## src/rtl/inst_loader_pkg.sv

```systemverilog
// inst_loader shared constants, core modes, ack bytes and loader states.
// Imported by the loader top and its byte packer.
package inst_loader_pkg;

  localparam int INST_SIZE = 8;

  localparam logic [2:0] MODE_STALL = 3'd0;
  localparam logic [2:0] MODE_LOAD  = 3'd1;
  localparam logic [2:0] MODE_EXEC  = 3'd2;

  localparam logic [7:0] ACK_OK  = 8'hAA;
  localparam logic [7:0] ACK_ERR = 8'h55;

  typedef enum logic [1:0] {
    HDR,
    DATA,
    ACK,
    DONE
  } loader_state_t;

endpackage

```

## src/rtl/inst_loader_byte_packer.sv

```systemverilog
// Little-endian 4-byte assembler; o_word/o_word_valid are presented
// combinationally alongside the 4th byte so the caller can register them.
// Ports: i_clk, i_rst, i_en (byte strobe), i_byte,
//        o_word (assembled word), o_word_valid (4th-byte pulse).
module inst_loader_byte_packer (
  input  logic        i_clk,
  input  logic        i_rst,
  input  logic        i_en,
  input  logic [7:0]  i_byte,
  output logic [31:0] o_word,
  output logic        o_word_valid
);

  logic [23:0] r_shift;
  logic [1:0]  r_idx;

  // Only three bytes are stored; the 4th is merged on the fly.
  always_ff @(posedge i_clk) begin
    if (i_rst) begin
      r_shift <= '0;
      r_idx   <= '0;
    end else if (i_en) begin
      r_shift <= {i_byte, r_shift[23:8]};
      r_idx   <= r_idx + 2'd1;
    end
  end

  assign o_word_valid = i_en && (r_idx == 2'd3);
  assign o_word       = {i_byte, r_shift};

endmodule

```

## src/rtl/inst_loader.sv

```systemverilog
// Program loader: word-count header then LE words to the BRAM write port,
// finishing with a one-byte ack.
// Ports: i_clk, i_rst, i_mode, i_rx_data/i_rx_valid (byte stream),
//        o_bram_addr/o_bram_din/o_bram_we (BRAM write),
//        o_tx_data/o_tx_valid/i_tx_ready (ack), o_words_loaded, o_done, o_err.
module inst_loader
  import inst_loader_pkg::*;
#(
  parameter int ADDR_W = INST_SIZE
) (
  input  logic              i_clk,
  input  logic              i_rst,
  input  logic [2:0]        i_mode,
  input  logic [7:0]        i_rx_data,
  input  logic              i_rx_valid,
  output logic [ADDR_W-1:0] o_bram_addr,
  output logic [31:0]       o_bram_din,
  output logic              o_bram_we,
  output logic [7:0]        o_tx_data,
  output logic              o_tx_valid,
  input  logic              i_tx_ready,
  output logic [ADDR_W:0]   o_words_loaded,
  output logic              o_done,
  output logic              o_err
);

  localparam logic [32:0] LP_CAP = 33'(1) << ADDR_W;

  loader_state_t r_state;
  loader_state_t w_next;

  logic              w_en;
  logic              w_word_valid;
  logic [31:0]       w_word;
  logic              w_hdr_done;
  logic              w_data_word;
  logic              w_n_zero;
  logic              w_n_big;
  logic              w_last;
  logic [ADDR_W:0]   w_words_inc;

  logic [ADDR_W:0]   r_count;
  logic [ADDR_W:0]   r_words;
  logic              r_bram_we;
  logic [31:0]       r_bram_din;
  logic [ADDR_W-1:0] r_bram_addr;
  logic [7:0]        r_ack;
  logic              r_err;

  // Bytes only count in LOAD mode and while a header or word is pending.
  assign w_en = i_rx_valid
             && (i_mode == MODE_LOAD)
             && ((r_state == HDR) || (r_state == DATA));

  inst_loader_byte_packer u_byte_packer (
    .i_clk        (i_clk),
    .i_rst        (i_rst),
    .i_en         (w_en),
    .i_byte       (i_rx_data),
    .o_word       (w_word),
    .o_word_valid (w_word_valid)
  );

  assign w_hdr_done  = w_word_valid && (r_state == HDR);
  assign w_data_word = w_word_valid && (r_state == DATA);
  assign w_n_zero    = (w_word == 32'd0);
  assign w_n_big     = ({1'b0, w_word} > LP_CAP);
  assign w_words_inc = r_words + {{ADDR_W{1'b0}}, 1'b1};
  // Decided in the write cycle of the final word.
  assign w_last      = (r_state == DATA) && r_bram_we
                    && (w_words_inc == r_count);

  always_ff @(posedge i_clk) begin
    if (i_rst) r_state <= HDR;
    else       r_state <= w_next;
  end

  always_comb begin
    w_next = r_state;
    unique case (r_state)
      HDR: begin
        if (w_hdr_done) begin
          if (w_n_zero || w_n_big) w_next = ACK;
          else                     w_next = DATA;
        end
      end
      DATA: begin
        if (w_last) w_next = ACK;
      end
      ACK: begin
        if (i_tx_ready) w_next = DONE;
      end
      DONE:    w_next = DONE;
      default: w_next = HDR;
    endcase
  end

  always_comb begin
    o_tx_valid = 1'b0;
    o_done     = 1'b0;
    if (r_state == ACK)  o_tx_valid = 1'b1;
    if (r_state == DONE) o_done     = 1'b1;
  end

  always_ff @(posedge i_clk) begin
    if (i_rst) begin
      r_count     <= '0;
      r_words     <= '0;
      r_bram_we   <= 1'b0;
      r_bram_din  <= '0;
      r_bram_addr <= '0;
      r_ack       <= '0;
      r_err       <= 1'b0;
    end else begin
      r_bram_we <= w_data_word;
      if (w_data_word) begin
        r_bram_din  <= w_word;
        r_bram_addr <= r_words[ADDR_W-1:0];
      end
      if (r_bram_we) r_words <= w_words_inc;
      if (w_hdr_done) begin
        r_count <= w_word[ADDR_W:0];
        unique case (1'b1)
          w_n_zero: r_ack <= ACK_OK;
          w_n_big: begin
            r_err <= 1'b1;
            r_ack <= ACK_ERR;
          end
          default: ;
        endcase
      end
      if (w_last) r_ack <= ACK_OK;
    end
  end

  assign o_bram_we      = r_bram_we;
  assign o_bram_din     = r_bram_din;
  assign o_bram_addr    = r_bram_addr;
  assign o_tx_data      = r_ack;
  assign o_words_loaded = r_words;
  assign o_err          = r_err;

endmodule

```

## config.mk

```make
export PLATFORM = sky130hd
export DESIGN_NAME = inst_loader
export DESIGN_NICKNAME = d
export VERILOG_FILES = /design/src/rtl/inst_loader_pkg.sv /design/src/rtl/inst_loader_byte_packer.sv /design/src/rtl/inst_loader.sv
export SDC_FILE = /design/constraint.sdc
export NUM_CORES = 1
export LEC_CHECK = 0
export ABC_AREA = 1
export CORE_AREA = 2 2 119 75
export DETAILED_ROUTE_END_ITERATION = 8
export DIE_AREA = 0 0 121 77
export PLACE_DENSITY = 0.76
export RECOVER_POWER = 50
export SLEW_MARGIN = 20
export SYNTH_ARGS = -nofsm -noshare
export SYNTH_HDL_FRONTEND = slang
export SYNTH_HIERARCHICAL = 1
export SYNTH_SLANG_ARGS = --single-unit
```

## constraint.sdc

```tcl
create_clock -name i_clk -period 4.9 [get_ports i_clk]
set_input_delay 0.98 -clock i_clk [delete_from_list [all_inputs] [get_ports i_clk]]
set_output_delay 0.98 -clock i_clk [all_outputs]
set_load 0.03 [all_outputs]
```

==> impl_metrics.yaml <==
clock_tree:
  cts_setup_buffers: 0
  hold_buffers: 0
  path_clk_slew_ns: 0.06
  cts-root-buf: "clkbuf_16"
  ctsResizeCount: 0
  clock_sinks: 90
  htreeDepth: 3
  cts_tree: "built"
  cts-buffers-inserted: 9
  insertion_delay_ns: 0.34
  clk_path_buf_depth: 2
synthesis:
  synth_compound_area_share_pct: 10.9
  synth.most_common_cell: "nand2_1"
  async_flop_share_pct: 0
  synth_top_cell_by_area: "dfxtp_1"
  synth_commonest_cells: "129 x nand2_1, 90 x dfxtp_1, 78 x nor2_1"
  synth_edf_count: 0
  syn_area_per_cell_sq_um: 7.07
  netlist.area_leader.share_pct: 45.0
  synth_fa_ha_area_share_pct: 0.625
  synth_cell_types: 29
  synth_top_family_by_area: "simple AND/OR/NAND/NOR gates"
  muxShareOfSynthArea_pct: 0
  yosys.area_share.simple_pct: 30.2
  syn_nets: 583
  synth_seq_cells: 90
  synth_warnings: 6
  netlist_instances: 566
  synth_flop_cell: "dfxtp_1"
  synthXorXnorAreaFrac_pct: 1.00
  synth.area.top_cells: "dfxtp_1 45%, nand2_1 12%, nand3_1 7.5%"
  synthesis.area_sq_um: 4000
  yosysSeqAreaShare_pct: 45.0
setup_path:
  max_stage_delay_ns: 0.45
  cp_cell_sequence: "clkdlybuf4s50_1, nor4_2, nand2_1, inv_1, nand2_1, buf_4, nand2_1, a21oi_1"
  worstSetupEndpointType: "flop"
  cp_data_required_time_ns: 5.10
  crit_fanout: 25
  path_class: "input port to flop"
  crit_slowest_cell: "nand2_1"
  cpMostUsedCell: "nand2_1"
  critPathArrivalTime_ns: 3.21
  startpoint_type: "input port"
sta:
  rsz0062_at_grt: "false"
  setup_violations: 0
  finalHoldViolations: 0
  slew_viol_final: 0
  slew_headroom_pct: 47.1
  fmax_ghz: 0.332
  layout_worst_path_cycle_share_pct: 61.4
  final.min_clock_period_ns: 3.01
  tightest_slew_ns: 0.792
  clock_skew_ns: 0.00500
  fin_ws_ns: 1.89
  tns_ns: 0
power_and_ir_drop:
  intPower_uw: 1230
  cellLeakagePower_uw: 0.00203
  seq_power_share_pct: 47.6
  clkPwrFrac_pct: 48.1
  power.total_uw: 1570
  peakVddDrop_uv: 151
  p_sw_uw: 345
  power_density_nw_per_um2: 315
  switching_share_pct: 21.9
  p_comb_share_pct: 4.4
floorplanning:
  die_w_um: 121
  die-height_um: 77
  start_util_pct: 48.6
  pin_count: 76
  dieArea_sq_um: 9320
  rows: 26
  coreArea_sq_um: 8230
route:
  drc: 0
  drt_iter0_drc: 347
  viasPerCell: 5.10
  drtAntennaViolNets: 0
  vias: 3726
  firstDrtPassIters: 5
  wl_per_cell_um: 13.7
  wirelength_um: 10000
finish:
  insertedDiodeCount: 0
  drive_above_1_share_pct: 6.15
  stdcell_count: 730
  area_growth_pct: 24.4
  nets: 630
  utilization_pct: 60.5
global_route:
  grt_pass1_wl_um: 16400
  grt_pass1_vias: 3335
  gr-total-overflow: 0
  grtUsageTotal_pct: 22.1
  antenna_found_initial: 0
  grt_max_degree: 53
placement:
  gp_congestion: 0.868
  placement.io_buffers: 75
  pre_cts_slack_ns: 1.55
  dp_hpwl_um: 6980
  numPlacedInstances: 714
outcome:
  outcome: "completed"
hold_path:
  hold_path_class: "flop to flop"
job:
  drv_cap: 0
[kinds of logic after synthesis]
family	count (synthesis)
XOR/XNOR	3
buffers and inverters	100
AO/OA/AOI/OAI	85
adder cells (fa/ha/maj)	2
flip-flops	90
AND/OR/NAND/NOR	286
[state kept, by name (all words and copies together) (netlist names)]
name	count
o_bram_addr	8
o_bram_din	32
o_bram_we	1
o_err	1
o_tx_data	2
o_words_loaded	9
r_count	9
r_state	2
u_byte_packer/r_idx	2
u_byte_packer/r_shift	24
[critical path: cells and delay by family]
kind	cells	cell delay, ns
buffers and inverters	3	1.18
AND/OR/NAND/NOR	4	0.97
AO/OA/AOI/OAI	1	0.07
[metrics by stage]
stage	hold WS, ns	instance area [sq um]
global route	0.487	4980
CTS	0.464	4980
finish	0.455	4980
floorplan	0.443	4000
detailed placement	0.453	4650
global placement	0.447	4650
[metal layers]
| metal | GRT usage (%) | part of all wire (%) | up-vias |
|---|---|---|---|
| met5 | 0 | 0 | - |
| met2 | 29.2 | 38 | 131 |
| li1 | - | - | 1884 |
| met3 | 6.70 | 8.3 | 13 |
| met4 | 6.51 | 1.4 | 0 |
| met1 | 33.9 | 52 | 1698 |
[power groups by stage]
stage / clock [uW] / combinational, uW / sequential (uW)
6_report: 756 / 68.7 / 747
5_1_grt: 796 / 76.6 / 748
4_1_cts: 766 / 68.0 / 747
3_5_place_dp: 0 / 67.2 / 764
3_3_place_gp: 0 / 65.9 / 764
2_1_floorplan: 0 / 51.8 / 761
[placed cells by master, fill, tap and decap left out, types with 2 or more instances in the layout]
cell type / netlist / routed
nand2_2: 4 / 4
nor3_1: 2 / 2
ha_1: 2 / 2
o211ai_1: 2 / 2
o21ai_1: 2 / 2
nor2_1: 78 / 78
clkdlybuf4s50_1: 0 / 33
dlygate4sd3_1: 0 / 42
bufinv_16: 0 / 2
nor2_4: 2 / 2
dfxtp_1: 90 / 90
buf_4: 17 / 4
nand4_1: 2 / 2
inv_2: 4 / 3
nand3_1: 60 / 60
clkbuf_16: 0 / 9
clkinvlp_4: 0 / 2
inv_1: 52 / 53
a21oi_1: 59 / 59
o21ai_0: 20 / 20
nand2_1: 129 / 129
nor2_2: 6 / 6
[final cells by class]
class	instances	area [sq um]
inverters	57	214
clock inverters	6	88.8
clock buffers	10	239
flip-flops and latches	90	1800
fillers	716	3250
well taps	112	140
multi-input cells	376	1720
repair buffers	79	781
[final timing paths]
kind	from	to	slack, ns	depth (start not counted)
setup reg to reg	r_state[1]	o_bram_din[5]	2.55	7
hold / removal	o_bram_din[22]	o_bram_din[22]	0.46	2
setup / recovery	i_mode[1]	o_bram_din[5]	1.89	8
hold reg to reg	o_bram_din[22]	o_bram_din[22]	0.46	2
Power figures use the tool's default switching activity.
